### src/rtl/wptr_full_if.sv
// Write-side pointer/status bundle of the async FIFO.
// wovf/wovf_cnt exist only when WPTR_FULL_OVF_EN is defined.
interface wptr_full_if #(
  parameter int ASIZE = 5
);
  // Handshake: winc is a request; a write is taken on a wclk edge where
  // winc && !wfull. There is no other ready signal; wfull acts as ~ready.
  logic             winc;
  logic [ASIZE:0]   wq2_rptr;
  logic [ASIZE-1:0] waddr;
  logic [ASIZE:0]   wptr;
  logic             wfull;
  logic             walmostfull;
  logic [ASIZE:0]   wlevel;
`ifdef WPTR_FULL_OVF_EN
  logic             wovf;
  logic [7:0]       wovf_cnt;

  modport master (output winc, wq2_rptr,
                  input  waddr, wptr, wfull, walmostfull, wlevel, wovf, wovf_cnt);
  modport slave  (input  winc, wq2_rptr,
                  output waddr, wptr, wfull, walmostfull, wlevel, wovf, wovf_cnt);
`else
  modport master (output winc, wq2_rptr,
                  input  waddr, wptr, wfull, walmostfull, wlevel);
  modport slave  (input  winc, wq2_rptr,
                  output waddr, wptr, wfull, walmostfull, wlevel);
`endif
endinterface

### src/rtl/wptr_full.sv
// Write-domain pointer, full/almost-full and occupancy logic of the async FIFO.
// Optional overflow tracking (wovf, wovf_cnt) is enabled by WPTR_FULL_OVF_EN.
module wptr_full #(
  parameter int ASIZE                 = 5,
  parameter int ALMOST_FULL_THRESHOLD = 2
) (
  input  logic       wclk,
  input  logic       wrst,
  wptr_full_if.slave bus
);
  localparam logic [ASIZE:0] DEPTH     = (ASIZE+1)'(1) << ASIZE;
  localparam logic [ASIZE:0] FULL_MASK = (ASIZE+1)'(3) << (ASIZE-1);
  localparam logic [ASIZE:0] AF_TH     = (ASIZE+1)'(ALMOST_FULL_THRESHOLD);

  logic [ASIZE:0] wbin, wptr_q, wlevel_q;
  logic           wfull_q, walmostfull_q;
  logic           accept;
  logic [ASIZE:0] wbinnext, wgraynext, rbin_s, levelnext, freenext;

  assign accept    = bus.winc & ~wfull_q;
  assign wbinnext  = wbin + {{ASIZE{1'b0}}, accept};
  assign wgraynext = (wbinnext >> 1) ^ wbinnext;

  // Gray-to-binary: each bit is the XOR of itself and all higher Gray bits.
  always_comb begin
    rbin_s = '0;
    for (int k = 0; k <= ASIZE; k++) begin
      rbin_s[k] = ^(bus.wq2_rptr >> k);
    end
  end

  assign levelnext = wbinnext - rbin_s;
  assign freenext  = DEPTH - levelnext;

  always_ff @(posedge wclk or posedge wrst) begin
    if (wrst) begin
      wbin          <= '0;
      wptr_q        <= '0;
      wfull_q       <= 1'b0;
      walmostfull_q <= 1'b0;
      wlevel_q      <= '0;
    end else begin
      wbin          <= wbinnext;
      wptr_q        <= wgraynext;
      // Full when the next write pointer is one lap ahead of the read pointer.
      wfull_q       <= (wgraynext == (bus.wq2_rptr ^ FULL_MASK));
      walmostfull_q <= (freenext <= AF_TH);
      wlevel_q      <= levelnext;
    end
  end

  assign bus.waddr       = wbin[ASIZE-1:0];
  assign bus.wptr        = wptr_q;
  assign bus.wfull       = wfull_q;
  assign bus.walmostfull = walmostfull_q;
  assign bus.wlevel      = wlevel_q;

`ifdef WPTR_FULL_OVF_EN
  logic       wovf_q;
  logic [7:0] wovf_cnt_q;
  logic       drop;

  assign drop = bus.winc & wfull_q;

  always_ff @(posedge wclk or posedge wrst) begin
    if (wrst) begin
      wovf_q     <= 1'b0;
      wovf_cnt_q <= '0;
    end else if (drop) begin
      wovf_q     <= 1'b1;
      if (wovf_cnt_q != 8'hFF) wovf_cnt_q <= wovf_cnt_q + 8'd1;
    end
  end

  assign bus.wovf     = wovf_q;
  assign bus.wovf_cnt = wovf_cnt_q;
`endif
endmodule
### src/flat_wrapper.sv
// flat-port wrapper written by rule: the top's interface ports become plain ports
module wptr_full_flat 
#(
  parameter int ASIZE                 = 5,
  parameter int ALMOST_FULL_THRESHOLD = 2
)
  (wclk, wrst, bus_winc, bus_wq2_rptr, bus_waddr, bus_wptr, bus_wfull, bus_walmostfull, bus_wlevel);
  wptr_full_if #(.ASIZE(ASIZE)) bus_i ();
  input  logic wclk;
  input  logic wrst;
  input wire logic [$bits(bus_i.winc)-1:0] bus_winc;
  input wire logic [$bits(bus_i.wq2_rptr)-1:0] bus_wq2_rptr;
  output wire logic [$bits(bus_i.waddr)-1:0] bus_waddr;
  output wire logic [$bits(bus_i.wptr)-1:0] bus_wptr;
  output wire logic [$bits(bus_i.wfull)-1:0] bus_wfull;
  output wire logic [$bits(bus_i.walmostfull)-1:0] bus_walmostfull;
  output wire logic [$bits(bus_i.wlevel)-1:0] bus_wlevel;
  assign bus_i.winc = bus_winc;
  assign bus_i.wq2_rptr = bus_wq2_rptr;
  assign bus_waddr = bus_i.waddr;
  assign bus_wptr = bus_i.wptr;
  assign bus_wfull = bus_i.wfull;
  assign bus_walmostfull = bus_i.walmostfull;
  assign bus_wlevel = bus_i.wlevel;
  wptr_full #(.ASIZE(ASIZE), .ALMOST_FULL_THRESHOLD(ALMOST_FULL_THRESHOLD)) u_core (.wclk(wclk), .wrst(wrst), .bus(bus_i));
endmodule
### config.mk
export PLATFORM = sky130hd
export DESIGN_NAME = wptr_full_flat
export DESIGN_NICKNAME = d
export VERILOG_FILES = /design/src/rtl/wptr_full_if.sv /design/src/rtl/wptr_full.sv /design/src/flat_wrapper.sv
export SDC_FILE = /design/constraint.sdc
export NUM_CORES = 1
export LEC_CHECK = 0
export CORE_MARGIN = 4
export CORE_UTILIZATION = 53
export CTS_CLUSTER_SIZE = 20
export DETAILED_ROUTE_END_ITERATION = 6
export MAX_ROUTING_LAYER = met4
export PLACE_DENSITY = 0.84
export SETUP_SLACK_MARGIN = 0.02
export SYNTH_ARGS = -nofsm -noshare
export SYNTH_HDL_FRONTEND = slang
export SYNTH_SLANG_ARGS = --single-unit
### constraint.sdc
create_clock -name wclk -period 6.4 [get_ports wclk]
set_input_delay 0.64 -clock wclk [delete_from_list [all_inputs] [get_ports wclk]]
set_output_delay 0.64 -clock wclk [all_outputs]
set_load 0.03 [all_outputs]
==> flow_summary_export.csv, run 1 <==
group,metric,value,unit
run_status,status,"finished, final reports clean",
yosys,synth.distinct_cells,34,
min_path,min_path_type,"reg -> reg",
die,start_util,55.3,%
yosys,yosys.cell_count.top_type,"xnor2_1",
yosys,synth_top_flop_cell,"dfrtp_1",
placement,place.gp.congestion,0.770,
yosys,synth_warnings,0,
die,core,0.00219,mm²
finish,n_antenna_cell,0,
setup_path,crit_fanout,5,
clock_tree,post_cts_resized,0,
grt,antenna_found_initial,0,
setup_path,cp-end-kind,"flip-flop",
placement,dp_hpwl,1.82,mm
setup_path,worstPathRequired,6.63,ns
timing,rsz0062_at_grt,"no",
yosys,yosys.area.top_type,"dfrtp_1",
setup_path,worst_path_dominant_cell_family,"XOR/XNOR gates",
timing,drv_slew,0,
flow_run,drv_cap,0,
grt,grt_pass1_vias,893,
yosys,syn_inst,114,
drt,wirelength,2.38,mm
timing,hold_viol,0,
timing,setup_viol,0,
timing,period_share,66.0,%
yosys,synth_common_cells,"xnor2_1, dfrtp_1, a21oi_1",
clock_tree,cts.path.max_buffers,2,
clock_tree,htree_levels,1,
clock_tree,postCtsSetupBuffers,0,
yosys,synth-async-reset-ratio,100,%
timing,period_needed,4.22,ns
clock_tree,clockRootBuffer,"clkbuf_4",
yosys,synth-edff-count,0,
drt,drc,0,
timing,relSlewSlack,52.0,%
yosys,yosysTopAreaCellShare,39.3,%
timing,worst_pin_slew,0.719,ns
setup_path,slowest_stage,"clkdlybuf4s50_1",
setup_path,path_common_cell,"xnor2_1",
yosys,ys_seq_area_share,39.3,%
yosys,avgSynthCellArea,10.6,µm²
setup_path,cp.arrival,4.46,ns
die,pin_count,28,
clock_tree,clk-insertion-delay-late,0.30,ns
die,die_area,0.00311,mm²
clock_tree,cts_tree,"yes",
grt,grt_start_max_net_pins,20,
yosys,synthesis.area,0.00121,mm²
setup_path,critical_path.cell_chain,"clkdlybuf4s50_1, xnor3_2, xnor2_1, xnor2_1, xnor2_1, ha_1, inv_1, fa_1, maj3_2, a21oi_2, xnor2_1, or4b_1, a21oi_1",
grt,grt_util_all_layers,17.7,%
die,rows,17,
drt,wl_per_cell,14.3,µm
timing,setup_tns,0,ns
placement,portBuffers,27,
drt,final_antenna_net_count,0,
finish,area_delta_synth_final,24.3,%
drt,drtIter0Drc,10,
die,die_y,55.8,µm
drt,vias,890,
setup_path,worst-path-buf-inv,2,
drt,via_per_inst,5.33,
clock_tree,cts.clk_slew.worst_paths,0.11,ns
setup_path,max_stage_delay,0.53,ns
finish,nNetsFinal,156,
clock_tree,cts_inserted_buffers,3,
finish,final_layout_size_suffix_gt1_share,7.91,%
die,fp.dieW,55.8,µm
grt,grt_pass1_wl,4.13,mm
yosys,syn_nets,130,
setup_path,critical_path_class,"in -> reg",
setup_path,crit_path_start_kind,"primary input",
grt,grt_overflow,0,
clock_tree,holdBufCountCts,0,
yosys,ys_ff_latch,19,
timing,finClkSkew,0.00175,ns
timing,clock.fmax,237,MHz
clock_tree,cts_sinks,19,
drt,drt_pass1_iterations,4,
yosys,synth_area_leaders,"dfrtp_1, xnor2_1, ha_1, xor2_1, a21oi_1",
worst paths after layout:
path | start | end | slack, ns | depth (start not counted)
hold / removal | u_core.wbin[5] | u_core.bus.wptr[4] | 0.58 | 1
min in group asynchronous | wrst | u_core.bus.wlevel[5] | 0.74 | 2
setup reg to reg | u_core.wbin[0] | u_core.bus.walmostfull | 2.92 | 10
hold reg to reg | u_core.wbin[5] | u_core.bus.wptr[4] | 0.58 | 1
max in group asynchronous | wrst | u_core.bus.wfull | 5.20 | 2
setup / recovery | bus_wq2_rptr[5] | u_core.bus.walmostfull | 2.18 | 13
cells in the final DEF, fill, tap and decap left out, types with 3 or more instances in the layout:
cell type,count
nor3_1,4
nand3_1,3
ha_1,6
nor2_1,5
clkdlybuf4s50_1,27
xor2_1,6
dfrtp_1,19
xnor2_1,21
a21oi_1,9
inv_1,6
nand2_1,3
clkbuf_4,3
o21ai_0,5
worst reg2reg max path, cell delays in order, from the launching register on:
cell and delay (ns):
dfrtp_1 0.49, and4b_1 0.56, and3_2 0.31, xor2_1 0.17, ha_1 0.30, o21ai_0 0.31
a211oi_1 0.11, a2111oi_2 0.33, xnor2_1 0.22, or4b_1 0.47, a21oi_1 0.13
logic make-up after synthesis:
family          after synthesis  share of synthesized area [%]
xor+xnor                     30                           25.1
simple gates                 24                           11.3
compound gates               20                           10.3
flops                        19                           39.3
buf+inv                      13                           5.27
fa+ha+maj                     8                           8.78
stage by stage:
step / utilization (%) / setup slack [ns] / hold slack (ns) / area, µm² / cells
4_1_cts: 68.7 / 2.19 / 0.572 / 1510 / 167
2_1_floorplan: - / 2.69 / 0.591 / 1210 / 114
6_report: 68.7 / 2.18 / 0.578 / 1510 / 167
3_5_place_dp: 67.5 / 1.87 / 0.558 / 1480 / 163
3_3_place_gp: 67.5 / 2.03 / 0.549 / 1480 / 163
5_1_grt: 68.7 / 2.01 / 0.595 / 1510 / 167
layout make-up:
class | instances | area (µm²)
multi-input combinational | 82 | 672
timing repair buffer | 27 | 270
inverter | 7 | 26.3
fill | 160 | 686
sequential | 19 | 475
clock buffer | 4 | 26.3
tap | 28 | 35.0
flip-flops by register name (all words and copies together) (netlist names):
name                    cells
u_core.bus.wfull            1
u_core.bus.wlevel           6
u_core.bus.wptr             5
u_core.wbin                 6
u_core.bus.walmostfull      1
layer usage:
| layer | vias to the layer above | track usage (%) | wire length, µm |
|---|---|---|---|
| li1 | 435 | - | - |
| met3 | 7 | 3.48 | 102 |
| met4 | 0 | 9.03 | 59 |
| met2 | 22 | 28.9 | 1180 |
| met1 | 426 | 20.7 | 1040 |
| met5 | - | - | 0 |
Power of run 1 is not shown: default switching activity piles up to over one toggle a cycle in this logic, so the estimate is an artifact.
==> run 2: changes to the inputs <==
--- a/config.mk
+++ b/config.mk
@@ -6,11 +6,11 @@
 export NUM_CORES = 1
 export LEC_CHECK = 0
 export CORE_MARGIN = 4
-export CORE_UTILIZATION = 53
+export CORE_UTILIZATION = 44
 export CTS_CLUSTER_SIZE = 20
 export DETAILED_ROUTE_END_ITERATION = 6
 export MAX_ROUTING_LAYER = met4
-export PLACE_DENSITY = 0.84
+export PLACE_DENSITY = 0.74
 export SETUP_SLACK_MARGIN = 0.02
 export SYNTH_ARGS = -nofsm -noshare
 export SYNTH_HDL_FRONTEND = slang
==> constraint.sdc (replaced) <==
create_clock -name wclk -period 3.8 [get_ports wclk]
set_input_delay 0.38 -clock wclk [delete_from_list [all_inputs] [get_ports wclk]]
set_output_delay 0.38 -clock wclk [all_outputs]
set_load 0.03 [all_outputs]
==> flow_summary_export.csv, run 2 (synthesis gave the netlist of run 1 again) <==
group,metric,value,unit
run_status,status,"finished, final reports clean",
setup_path,cp-startpoint,"bus_wq2_rptr[5]",
grt,grt_pass1_wl,4.07,mm
min_path,min_path_type,"in -> async",
clock_tree,cts_inserted_buffers,3,
die,start_util,47.6,%
drt,final_antenna_net_count,0,
timing,rsz0062_at_grt,"no",
grt,grt_pass1_vias,950,
drt,wirelength,2.33,mm
setup_path,critical_path_class,"in -> reg",
clock_tree,clockRootBuffer,"clkbuf_4",
clock_tree,cts_sinks,19,
setup_path,worstPathRequired,4.03,ns
flow_run,drv_cap,0,
timing,relSlewSlack,52.0,%
drt,drtIter0Drc,33,
finish,most-common-layout-cells,"clkdlybuf4s50_1, xnor2_1, dfrtp_1",
clock_tree,holdBufCountCts,0,
finish,n_antenna_cell,0,
setup_path,timing.reg2reg.setup_slack,0.78,ns
finish,mostFrequentLayoutCell,"clkdlybuf4s50_1",
setup_path,crit_fanout,2,
placement,place.gp.congestion,0.819,
clock_tree,clk-insertion-delay-late,0.29,ns
grt,grt_overflow,0,
grt,antenna_found_initial,0,
clock_tree,postCtsSetupBuffers,0,
finish,finalNonFillerCells,179,
timing,drv_slew,0,
grt,grt_util_all_layers,15.3,%
die,die_y,60.5,µm
drt,drc,0,
setup_path,rr_worst_depth,10,
die,rows,18,
drt,via_per_inst,5.16,
drt,wl_per_cell,13.0,µm
timing,period_share,91.8,%
timing,clock.fmax,287,MHz
drt,drt_pass1_iterations,5,
timing,finClkSkew,0.00103,ns
grt,grt_start_max_net_pins,20,
timing,hold_viol,0,
drt,vias,924,
finish,fillCellCount,214,
setup_path,r2r_start,"u_core.wbin[0]",
clock_tree,cts.path.max_buffers,2,
finish,final_layout_size_suffix_gt1_share,14.8,%
timing,setup_viol,0,
placement,portBuffers,27,
setup_path,cp.arrival,3.72,ns
clock_tree,post_cts_resized,0,
die,core,0.00254,mm²
die,pin_count,28,
setup_path,crit_path_start_kind,"primary input",
setup_path,r2r_end,"u_core.bus.walmostfull",
finish,nNetsFinal,166,
finish,area_delta_synth_final,30.8,%
clock_tree,cts.clk_slew.worst_paths,0.11,ns
die,fp.dieW,60.5,µm
setup_path,cp-end-kind,"flip-flop",
clock_tree,htree_levels,1,
finish,area.sequential,475,µm²
placement,dp_hpwl,1.87,mm
timing,worst_pin_slew,0.720,ns
finish,multiInputGateArea,672,µm²
timing,period_needed,3.49,ns
die,die_area,0.00366,mm²
placement,dp.cells,175,
clock_tree,cts_tree,"yes",
## run 2: stage by stage
stage               utilization (%)   TNS [ns]  hold WS, ns  cell area [µm²]  setup slack (ns)
global placement               61.2          0        0.558             1560            0.0638
global route                   62.2          0        0.555             1580            0.0880
detailed placement             61.2  -0.000299        0.561             1560         -0.000299
finish                         62.2          0        0.491             1580             0.310
floorplan                         -          0        0.331             1210             0.350
CTS                            62.2          0        0.521             1580             0.308
## run 2: worst max path at each step
stage	to	slack, ns	cells after the start
5_1_grt	u_core.bus.walmostfull	0.09	13
6_report	u_core.bus.walmostfull	0.31	13
2_1_floorplan	u_core.bus.walmostfull	0.35	12
4_1_cts	u_core.bus.walmostfull	0.31	13
3_3_place_gp	u_core.bus.walmostfull	0.06	13
3_5_place_dp	u_core.bus.walmostfull	-0.0003	13
## run 2: critical path, stage by stage
cell,delay (ns)
clkdlybuf4s50_1,0.48
xnor3_2,0.43
xnor2_1,0.25
xnor2_1,0.19
xnor2_1,0.15
ha_1,0.16
inv_1,0.06
fa_1,0.42
maj3_2,0.33
a21oi_2,0.15
xnor2_1,0.08
or4b_1,0.52
a21oi_1,0.13
## run 2: layout make-up
cell class                 instances  area share [%]
clock inverter                     1           0.316
multi-input combinational         82            42.4
sequential                        19            30.0
timing repair buffer              37            21.8
tap                               30            2.37
inverter                           7            1.66
clock buffer                       3            1.42
## run 2: metal layers
metal,vias up,wire [µm],track usage (%)
li1,458,-,-
met1,432,1050,18.4
met2,27,1080,25.6
met3,7,147,2.13
met4,0,50,6.19
met5,-,0,-
Power of run 2 is left out for the same reason.
